`src/rtl/memory_access_arbiter_if.sv`:
```
// Bus bundle between the fetch unit, the memory operator, the arbiter and the RAM pins.
interface memory_access_arbiter_if #(
  parameter int unsigned ADDR_WIDTH = 32
) ();
  logic                  if_req;
  logic [ADDR_WIDTH-1:0] if_addr;
  logic                  if_done;
  logic [31:0]           if_data;

  logic                  mo_req;
  logic                  mo_we;
  logic [1:0]            mo_size;
  logic [ADDR_WIDTH-1:0] mo_addr;
  logic [31:0]           mo_wdata;
  logic                  mo_done;
  logic [31:0]           mo_rdata;

  logic [7:0]            mem_din;
  logic [7:0]            mem_dout;
  logic [ADDR_WIDTH-1:0] mem_a;
  logic                  mem_wr;

  // Arbiter side
  modport slave (
    input  if_req, if_addr, mo_req, mo_we, mo_size, mo_addr, mo_wdata, mem_din,
    output if_done, if_data, mo_done, mo_rdata, mem_dout, mem_a, mem_wr
  );

  // Requester / RAM side
  modport master (
    output if_req, if_addr, mo_req, mo_we, mo_size, mo_addr, mo_wdata, mem_din,
    input  if_done, if_data, mo_done, mo_rdata, mem_dout, mem_a, mem_wr
  );
endinterface

```
`src/rtl/memory_access_arbiter.sv`:
```
// memory_access_arbiter: shares the byte-wide RAM port between IF and MO,
// sequencing multi-byte little-endian accesses one byte per cycle.
// Optional macro MEM_ARB_IO_STALL_EN: stores to addr[17:16]==2'b11 wait while
// io_buffer_full is high.
module memory_access_arbiter #(
  parameter int unsigned ADDR_WIDTH = 32,
  parameter int unsigned IF_BYTES   = 4
) (
  input  logic clk_in,
  input  logic rst_in,
  input  logic rdy_in,
  input  logic flush_in,
  input  logic io_buffer_full,
  memory_access_arbiter_if.slave bus
);

  typedef enum logic [1:0] {IDLE, READ, WRITE} state_e;
  typedef enum logic {OWN_IF, OWN_MO} owner_e;

  localparam logic [1:0] IF_LAST = 2'(IF_BYTES - 1);

  state_e                state_q, state_d;
  owner_e                owner_q, owner_d;
  logic [ADDR_WIDTH-1:0] addr_q, addr_d;
  logic [1:0]            last_q, last_d;
  logic [1:0]            cnt_q, cnt_d;
  logic [31:0]           wdata_q, wdata_d;
  logic [31:0]           data_q, data_d;
  logic                  if_done_q, if_done_d;
  logic [31:0]           if_data_q, if_data_d;
  logic                  mo_done_q, mo_done_d;
  logic [31:0]           mo_rdata_q, mo_rdata_d;
  logic [ADDR_WIDTH-1:0] mem_a_q, mem_a_d;
  logic [7:0]            mem_dout_q, mem_dout_d;
  logic                  mem_wr_q, mem_wr_d;

  logic       io_hold;
  logic       mo_io_block;
  logic       mo_ok;
  logic       if_ok;
  logic [1:0] mo_last;
  logic [1:0] cnt_nxt;
  logic       try_grant;

`ifdef MEM_ARB_IO_STALL_EN
  // IO-region stores wait for room in the UART buffer, both at grant and mid-transfer.
  assign io_hold     = (state_q == WRITE) && (addr_q[17:16] == 2'b11) && io_buffer_full;
  assign mo_io_block = bus.mo_we && (bus.mo_addr[17:16] == 2'b11) && io_buffer_full;
`else
  logic unused_io_full;
  assign unused_io_full = io_buffer_full;
  assign io_hold        = 1'b0;
  assign mo_io_block    = 1'b0;
`endif

  // A requester still seeing its done pulse is treated as not requesting.
  assign mo_ok   = bus.mo_req && !mo_done_q && !mo_io_block;
  assign if_ok   = bus.if_req && !if_done_q && !flush_in;
  assign mo_last = (bus.mo_size == 2'd0) ? 2'd0 : (bus.mo_size == 2'd1) ? 2'd1 : 2'd3;
  assign cnt_nxt = cnt_q + 2'd1;

  // Next-state, byte sequencing, grant and completion.
  always_comb begin
    state_d    = state_q;
    owner_d    = owner_q;
    addr_d     = addr_q;
    last_d     = last_q;
    cnt_d      = cnt_q;
    wdata_d    = wdata_q;
    data_d     = data_q;
    if_done_d  = if_done_q;
    if_data_d  = if_data_q;
    mo_done_d  = mo_done_q;
    mo_rdata_d = mo_rdata_q;
    mem_a_d    = mem_a_q;
    mem_dout_d = mem_dout_q;
    mem_wr_d   = mem_wr_q;
    try_grant  = 1'b0;

    if (rdy_in && !io_hold) begin
      if_done_d = 1'b0;
      mo_done_d = 1'b0;

      case (state_q)
        IDLE: try_grant = 1'b1;

        READ: begin
          if (owner_q == OWN_IF && flush_in) begin
            state_d   = IDLE;
            cnt_d     = 2'd0;
            mem_a_d   = '0;
            try_grant = 1'b1;
          end else begin
            data_d[{cnt_q, 3'b000} +: 8] = bus.mem_din;
            if (cnt_q < last_q) begin
              cnt_d   = cnt_nxt;
              mem_a_d = addr_q + ADDR_WIDTH'(cnt_nxt);
            end else begin
              state_d = IDLE;
              cnt_d   = 2'd0;
              mem_a_d = '0;
              if (owner_q == OWN_IF) begin
                if_done_d = 1'b1;
                if_data_d = data_d;
              end else begin
                mo_done_d  = 1'b1;
                mo_rdata_d = data_d;
              end
            end
          end
        end

        WRITE: begin
          if (cnt_q < last_q) begin
            cnt_d      = cnt_nxt;
            mem_a_d    = addr_q + ADDR_WIDTH'(cnt_nxt);
            mem_dout_d = wdata_q[{cnt_nxt, 3'b000} +: 8];
          end else begin
            state_d   = IDLE;
            cnt_d     = 2'd0;
            mem_a_d   = '0;
            mem_wr_d  = 1'b0;
            mo_done_d = 1'b1;
          end
        end

        default: state_d = IDLE;
      endcase

      if (try_grant) begin
        if (mo_ok) begin
          owner_d = OWN_MO;
          addr_d  = bus.mo_addr;
          last_d  = mo_last;
          wdata_d = bus.mo_wdata;
          data_d  = 32'd0;
          cnt_d   = 2'd0;
          mem_a_d = bus.mo_addr;
          if (bus.mo_we) begin
            state_d    = WRITE;
            mem_wr_d   = 1'b1;
            mem_dout_d = bus.mo_wdata[7:0];
          end else begin
            state_d  = READ;
            mem_wr_d = 1'b0;
          end
        end else if (if_ok) begin
          owner_d  = OWN_IF;
          addr_d   = bus.if_addr;
          last_d   = IF_LAST;
          data_d   = 32'd0;
          cnt_d    = 2'd0;
          mem_a_d  = bus.if_addr;
          mem_wr_d = 1'b0;
          state_d  = READ;
        end
      end
    end
  end

  // State and output registers.
  always_ff @(posedge clk_in or posedge rst_in) begin
    if (rst_in) begin
      state_q    <= IDLE;
      owner_q    <= OWN_IF;
      addr_q     <= '0;
      last_q     <= 2'd0;
      cnt_q      <= 2'd0;
      wdata_q    <= 32'd0;
      data_q     <= 32'd0;
      if_done_q  <= 1'b0;
      if_data_q  <= 32'd0;
      mo_done_q  <= 1'b0;
      mo_rdata_q <= 32'd0;
      mem_a_q    <= '0;
      mem_dout_q <= 8'd0;
      mem_wr_q   <= 1'b0;
    end else begin
      state_q    <= state_d;
      owner_q    <= owner_d;
      addr_q     <= addr_d;
      last_q     <= last_d;
      cnt_q      <= cnt_d;
      wdata_q    <= wdata_d;
      data_q     <= data_d;
      if_done_q  <= if_done_d;
      if_data_q  <= if_data_d;
      mo_done_q  <= mo_done_d;
      mo_rdata_q <= mo_rdata_d;
      mem_a_q    <= mem_a_d;
      mem_dout_q <= mem_dout_d;
      mem_wr_q   <= mem_wr_d;
    end
  end

  assign bus.if_done  = if_done_q;
  assign bus.if_data  = if_data_q;
  assign bus.mo_done  = mo_done_q;
  assign bus.mo_rdata = mo_rdata_q;
  assign bus.mem_a    = mem_a_q;
  assign bus.mem_dout = mem_dout_q;
  // Write strobe is suppressed immediately whenever the transfer is paused.
  assign bus.mem_wr   = mem_wr_q & rdy_in & ~io_hold;

endmodule

```
`src/flat_wrapper.sv`:
```
// flat-port wrapper written by rule: the top's interface ports become plain ports
module memory_access_arbiter_flat 
#(
  parameter int unsigned ADDR_WIDTH = 32,
  parameter int unsigned IF_BYTES   = 4
)
  (clk_in, rst_in, rdy_in, flush_in, io_buffer_full, bus_if_req, bus_if_addr, bus_mo_req, bus_mo_we, bus_mo_size, bus_mo_addr, bus_mo_wdata, bus_mem_din, bus_if_done, bus_if_data, bus_mo_done, bus_mo_rdata, bus_mem_dout, bus_mem_a, bus_mem_wr);
  memory_access_arbiter_if #(.ADDR_WIDTH(ADDR_WIDTH)) bus_i ();
  input  logic clk_in;
  input  logic rst_in;
  input  logic rdy_in;
  input  logic flush_in;
  input  logic io_buffer_full;
  input wire logic [$bits(bus_i.if_req)-1:0] bus_if_req;
  input wire logic [$bits(bus_i.if_addr)-1:0] bus_if_addr;
  input wire logic [$bits(bus_i.mo_req)-1:0] bus_mo_req;
  input wire logic [$bits(bus_i.mo_we)-1:0] bus_mo_we;
  input wire logic [$bits(bus_i.mo_size)-1:0] bus_mo_size;
  input wire logic [$bits(bus_i.mo_addr)-1:0] bus_mo_addr;
  input wire logic [$bits(bus_i.mo_wdata)-1:0] bus_mo_wdata;
  input wire logic [$bits(bus_i.mem_din)-1:0] bus_mem_din;
  output wire logic [$bits(bus_i.if_done)-1:0] bus_if_done;
  output wire logic [$bits(bus_i.if_data)-1:0] bus_if_data;
  output wire logic [$bits(bus_i.mo_done)-1:0] bus_mo_done;
  output wire logic [$bits(bus_i.mo_rdata)-1:0] bus_mo_rdata;
  output wire logic [$bits(bus_i.mem_dout)-1:0] bus_mem_dout;
  output wire logic [$bits(bus_i.mem_a)-1:0] bus_mem_a;
  output wire logic [$bits(bus_i.mem_wr)-1:0] bus_mem_wr;
  assign bus_i.if_req = bus_if_req;
  assign bus_i.if_addr = bus_if_addr;
  assign bus_i.mo_req = bus_mo_req;
  assign bus_i.mo_we = bus_mo_we;
  assign bus_i.mo_size = bus_mo_size;
  assign bus_i.mo_addr = bus_mo_addr;
  assign bus_i.mo_wdata = bus_mo_wdata;
  assign bus_i.mem_din = bus_mem_din;
  assign bus_if_done = bus_i.if_done;
  assign bus_if_data = bus_i.if_data;
  assign bus_mo_done = bus_i.mo_done;
  assign bus_mo_rdata = bus_i.mo_rdata;
  assign bus_mem_dout = bus_i.mem_dout;
  assign bus_mem_a = bus_i.mem_a;
  assign bus_mem_wr = bus_i.mem_wr;
  memory_access_arbiter #(.ADDR_WIDTH(ADDR_WIDTH), .IF_BYTES(IF_BYTES)) u_core (.clk_in(clk_in), .rst_in(rst_in), .rdy_in(rdy_in), .flush_in(flush_in), .io_buffer_full(io_buffer_full), .bus(bus_i));
endmodule
```
`config.mk`:
```
export PLATFORM = sky130hd
export DESIGN_NAME = memory_access_arbiter_flat
export DESIGN_NICKNAME = d
export VERILOG_FILES = /design/src/rtl/memory_access_arbiter_if.sv /design/src/rtl/memory_access_arbiter.sv /design/src/flat_wrapper.sv
export SDC_FILE = /design/constraint.sdc
export NUM_CORES = 1
export LEC_CHECK = 0
export BUFFER_PORTS_ARGS = -buffer_cell sky130_fd_sc_hd__buf_2
export CORE_ASPECT_RATIO = 0.6
export CORE_UTILIZATION = 45
export DETAILED_ROUTE_END_ITERATION = 7
export MAX_ROUTING_LAYER = met4
export PLACE_DENSITY = 0.66
export RECOVER_POWER = 100
export SETUP_SLACK_MARGIN = 0.2
export SLEW_MARGIN = 25
export SYNTH_ARGS = -nofsm -noshare
export SYNTH_HDL_FRONTEND = slang
export SYNTH_SLANG_ARGS = --single-unit
```
`constraint.sdc`:
```
create_clock -name clk_in -period 6.6 [get_ports clk_in]
set_input_delay 0 -clock clk_in [delete_from_list [all_inputs] [get_ports clk_in]]
set_output_delay 0 -clock clk_in [all_outputs]
set_load 0.01 [all_outputs]
```
==> metrics.csv <==
stage,metric,value,unit
critical_path,cp_cell_sequence,inv_1 > ha_1 > and3b_1 > o221ai_1 > clkbuf_1 > a21oi_1 > dlygate4sd3_1 > a21oi_1 > o21ai_0,
critical_path,setup.worst_path.class,reg -> reg,
outcome,status,"complete, but fails checks",
placement,portBuffers,219,
critical_path,crit_path_top_delay_cell,clkbuf_1,
critical_path,cp_common_cell,a21oi_1,
drt,drt-total-wl,26410,µm
floorplan,die_area,0.02226,mm²
critical_path,cpPeakStageDelay,1.50,ns
grt,grt_pass1_vias,7708,
grt,grt.total_usage,24.58,%
synth,syn_nets,1083,
finish,num_antenna_cells,0,
finish,layout_common_cells,"dfrtp_1 (210), a21oi_1 (157), clkbuf_1 (115)",
synth,synthArstFlopShare,100.0,%
placement,pre_cts_ws,2.384,ns
drt,routed-via-count,8119,
synth,yosysWarnings,0,
timing,fin_skew,0.01105,ns
timing,setup_tns,0,ns
timing,report.final.slew_viol_count,205,
flow_run,cap_violations,6,
cts,cts_tree,yes,
power,p_leak,5.759,nW
critical_path,critPathCaptureType,register,
timing,finalSetupViolations,0,
cts,path_clk_slew,0.06,ns
finish,layout_commonest_cell,dfrtp_1,
floorplan,io_pins,221,
critical_path,ff2ff_path_depth,9,
floorplan,core-area,0.02114,mm²
cts,htreeDepth,1,
hold_path,hold_class,in -> reg,
synth,synth_edf_count,0,
cts,ctsResizeCount,0,
synth,ys_seq_area_share,53.94,%
cts,cts-buffers-inserted,20,
drt,drtPass1Iterations,5,
floorplan,die_height,116.0,µm
critical_path,startpoint_type,register,
placement,routabilityCongestion,0.7979,
synth,syn_area,0.009742,mm²
timing,slew_headroom,-78.57,%
power,power.density,408.3,mW/mm²
grt,gr-total-overflow,0,
timing,finalHoldViolCount,0,
synth,synth_area_per_cell,10.19,µm²
critical_path,cp_data_required_time,6.96,ns
timing,min_period,5.034,ns
timing,fmax,198.7,MHz
finish,drive_above_1_share,15.68,%
timing,worst_slack,1.566,ns
floorplan,rows,41,
synth,synthFlopType,dfrtp_1,
synth,synth.ff_latch_count,210,
cts,cts_root_buffer,clkbuf_16,
synth,syn_inst,956,
drt,drc_errors,0,
critical_path,cpLargestDelayFamily,buffers and inverters,
grt,antenna_found_initial,0,
drt,viasPerCell,5.265,
grt,grt_max_degree,133,
cts,clock_path_buffers,3,
finish,fin_nets,1376,
drt,ant_nets,0,
power,max-vdd-ir-drop,271.0,µV
floorplan,die_x,192.0,µm
grt,grt_first_pass_wirelength,41660,µm
timing,tightest_slew,2.679,ns
critical_path,path_max_fanout,44,
floorplan,initial_core_util,46.09,%
cts,cts_sinks,210,
outcome,failed_checks,"max-capacitance violations, max-slew violations",
timing,period_share,76.27,%
critical_path,cp_num_cells,9,
drt,drt-initial-drc-count,574,
timing,rsz0062_at_grt,false,
critical_path,cp.arrival,5.40,ns
critical_path,cp_num_buf_inv,3,
cts,insertion_delay,0.50,ns
hold_path,holdPathStages,4,
placement,hpwl,17130,µm
synth,synth.distinct_cells,51,
finish,area_delta_synth_final,28.28,%
drt,wl_per_cell,17.13,µm
[power breakdown]
| part | leakage, nW | internal, W | switching, W |
|---|---|---|---|
| combinational | 2.74 | 0.000811 | 0.00101 |
| sequential | 2.70 | 0.00180 | 0.000363 |
| clock | 0.320 | 0.000629 | 0.000494 |
[stage by stage]
stage          utilization, %  total power, W  area (µm²)  std cells  hold WS (ns)
5_1_grt                 59.13        0.005465       12500       1542       0.05161
4_1_cts                 60.15        0.005225       12710       1542       0.02411
3_3_place_gp            51.92        0.003964       10970       1396        0.2316
3_5_place_dp            51.94        0.004013       10980       1396        0.2372
2_1_floorplan               -        0.003371        9742        956        0.1504
6_report                59.13        0.005102       12500       1542       0.03551
[flip-flops by register name, summed over array words and instances (netlist names)]
| register | flops |
|---|---|
| u_core.bus.mem_dout | 8 |
| u_core.bus.mo_rdata | 32 |
| u_core.bus.mo_done | 1 |
| u_core.addr_q | 32 |
| u_core.cnt_q | 2 |
| u_core.bus.if_done | 1 |
| u_core.last_q | 2 |
| u_core.mem_wr_q | 1 |
| u_core.owner_q | 1 |
| u_core.data_q | 32 |
| u_core.state_q | 2 |
| u_core.bus.mem_a | 32 |
| u_core.wdata_q | 32 |
| u_core.bus.if_data | 32 |
[logic make-up after synthesis]
logic type / Yosys count / synth area share (%)
AO/OA/AOI/OAI: 285 / 17.57
XOR/XNOR: 30 / 2.697
adder cells (fa/ha/maj): 13 / 1.747
buffers and inverters: 80 / 3.763
flip-flops: 210 / 53.94
multiplexers: 43 / 5.857
AND/OR/NAND/NOR: 295 / 14.42
[what timing repair did]
action                    4_1_cts  5_1_grt
hold endpoints to repair      285        0
hold buffers                  110        0
buffers inserted                0        0
[synth_stat cells, types with 2 or more instances]
cell / count / share of area (%)
mux4_2: 8 / 1.8
xnor2_1: 24 / 2.2
nor3b_1: 3 / 0.23
clkbuf_1: 30 / 1.2
nand4_1: 3 / 0.19
a21oi_1: 157 / 8.1
mux2_2: 32 / 3.7
and4_1: 5 / 0.45
o221ai_2: 3 / 0.46
nor2b_1: 34 / 2.2
buf_1: 14 / 0.54
inv_1: 14 / 0.54
buf_6: 6 / 0.69
nand3_1: 19 / 0.98
o2bb2ai_1: 8 / 0.72
nand2b_1: 4 / 0.26
mux2i_1: 3 / 0.31
ha_1: 12 / 1.5
and3_1: 6 / 0.39
a221o_1: 2 / 0.21
xor2_1: 6 / 0.54
nor2_1: 110 / 4.2
a22oi_1: 40 / 3.1
nor3_1: 12 / 0.62
o21ai_1: 28 / 1.4
nor3_2: 2 / 0.21
buf_2: 14 / 0.72
dfrtp_1: 210 / 54
nand2_1: 82 / 3.2
a21o_1: 32 / 2.5
and3b_1: 2 / 0.18
nor4_1: 2 / 0.13
nand4_2: 2 / 0.26
and2_1: 5 / 0.32
o21ai_0: 6 / 0.31
[worst register-to-register path: stages, from the launching register on]
cell and delay [ns]:
dfrtp_1 0.39, inv_1 0.07, ha_1 0.23, and3b_1 0.24, o221ai_1 1.38, clkbuf_1 1.51
a21oi_1 0.19, dlygate4sd3_1 0.71, a21oi_1 0.11, o21ai_0 0.08
[layout make-up]
class / count / area (µm²)
clock buffer: 29 / 595.6
timing repair buffer: 336 / 2107
sequential: 210 / 5255
clock inverter: 7 / 38.79
fill: 1870 / 8638
tap: 279 / 349.1
multi-input combinational: 666 / 4088
inverter: 15 / 63.81
[layer usage]
| metal | global-route usage (%) | wire length [µm] |
|---|---|---|
| met2 | 33.12 | 11020 |
| met4 | 5.450 | 446 |
| met1 | 37.56 | 13400 |
| met3 | 4.906 | 1550 |
| met5 | - | 0 |
[path summary, 6_finish.rpt]
path,from,end,slack (ns)
min in group asynchronous,rst_in,u_core.wdata_q[17],0.28
hold reg to reg,u_core.addr_q[0],u_core.addr_q[0],0.48
hold / removal,bus_if_addr[0],u_core.bus.mem_a[0],0.04
setup / recovery,u_core.state_q[1],u_core.bus.mem_a[6],1.57
max in group asynchronous,rst_in,u_core.bus.mo_rdata[12],5.11
setup reg to reg,u_core.state_q[1],u_core.bus.mem_a[6],1.57
Note: power is estimated with default switching activity, not from simulation.
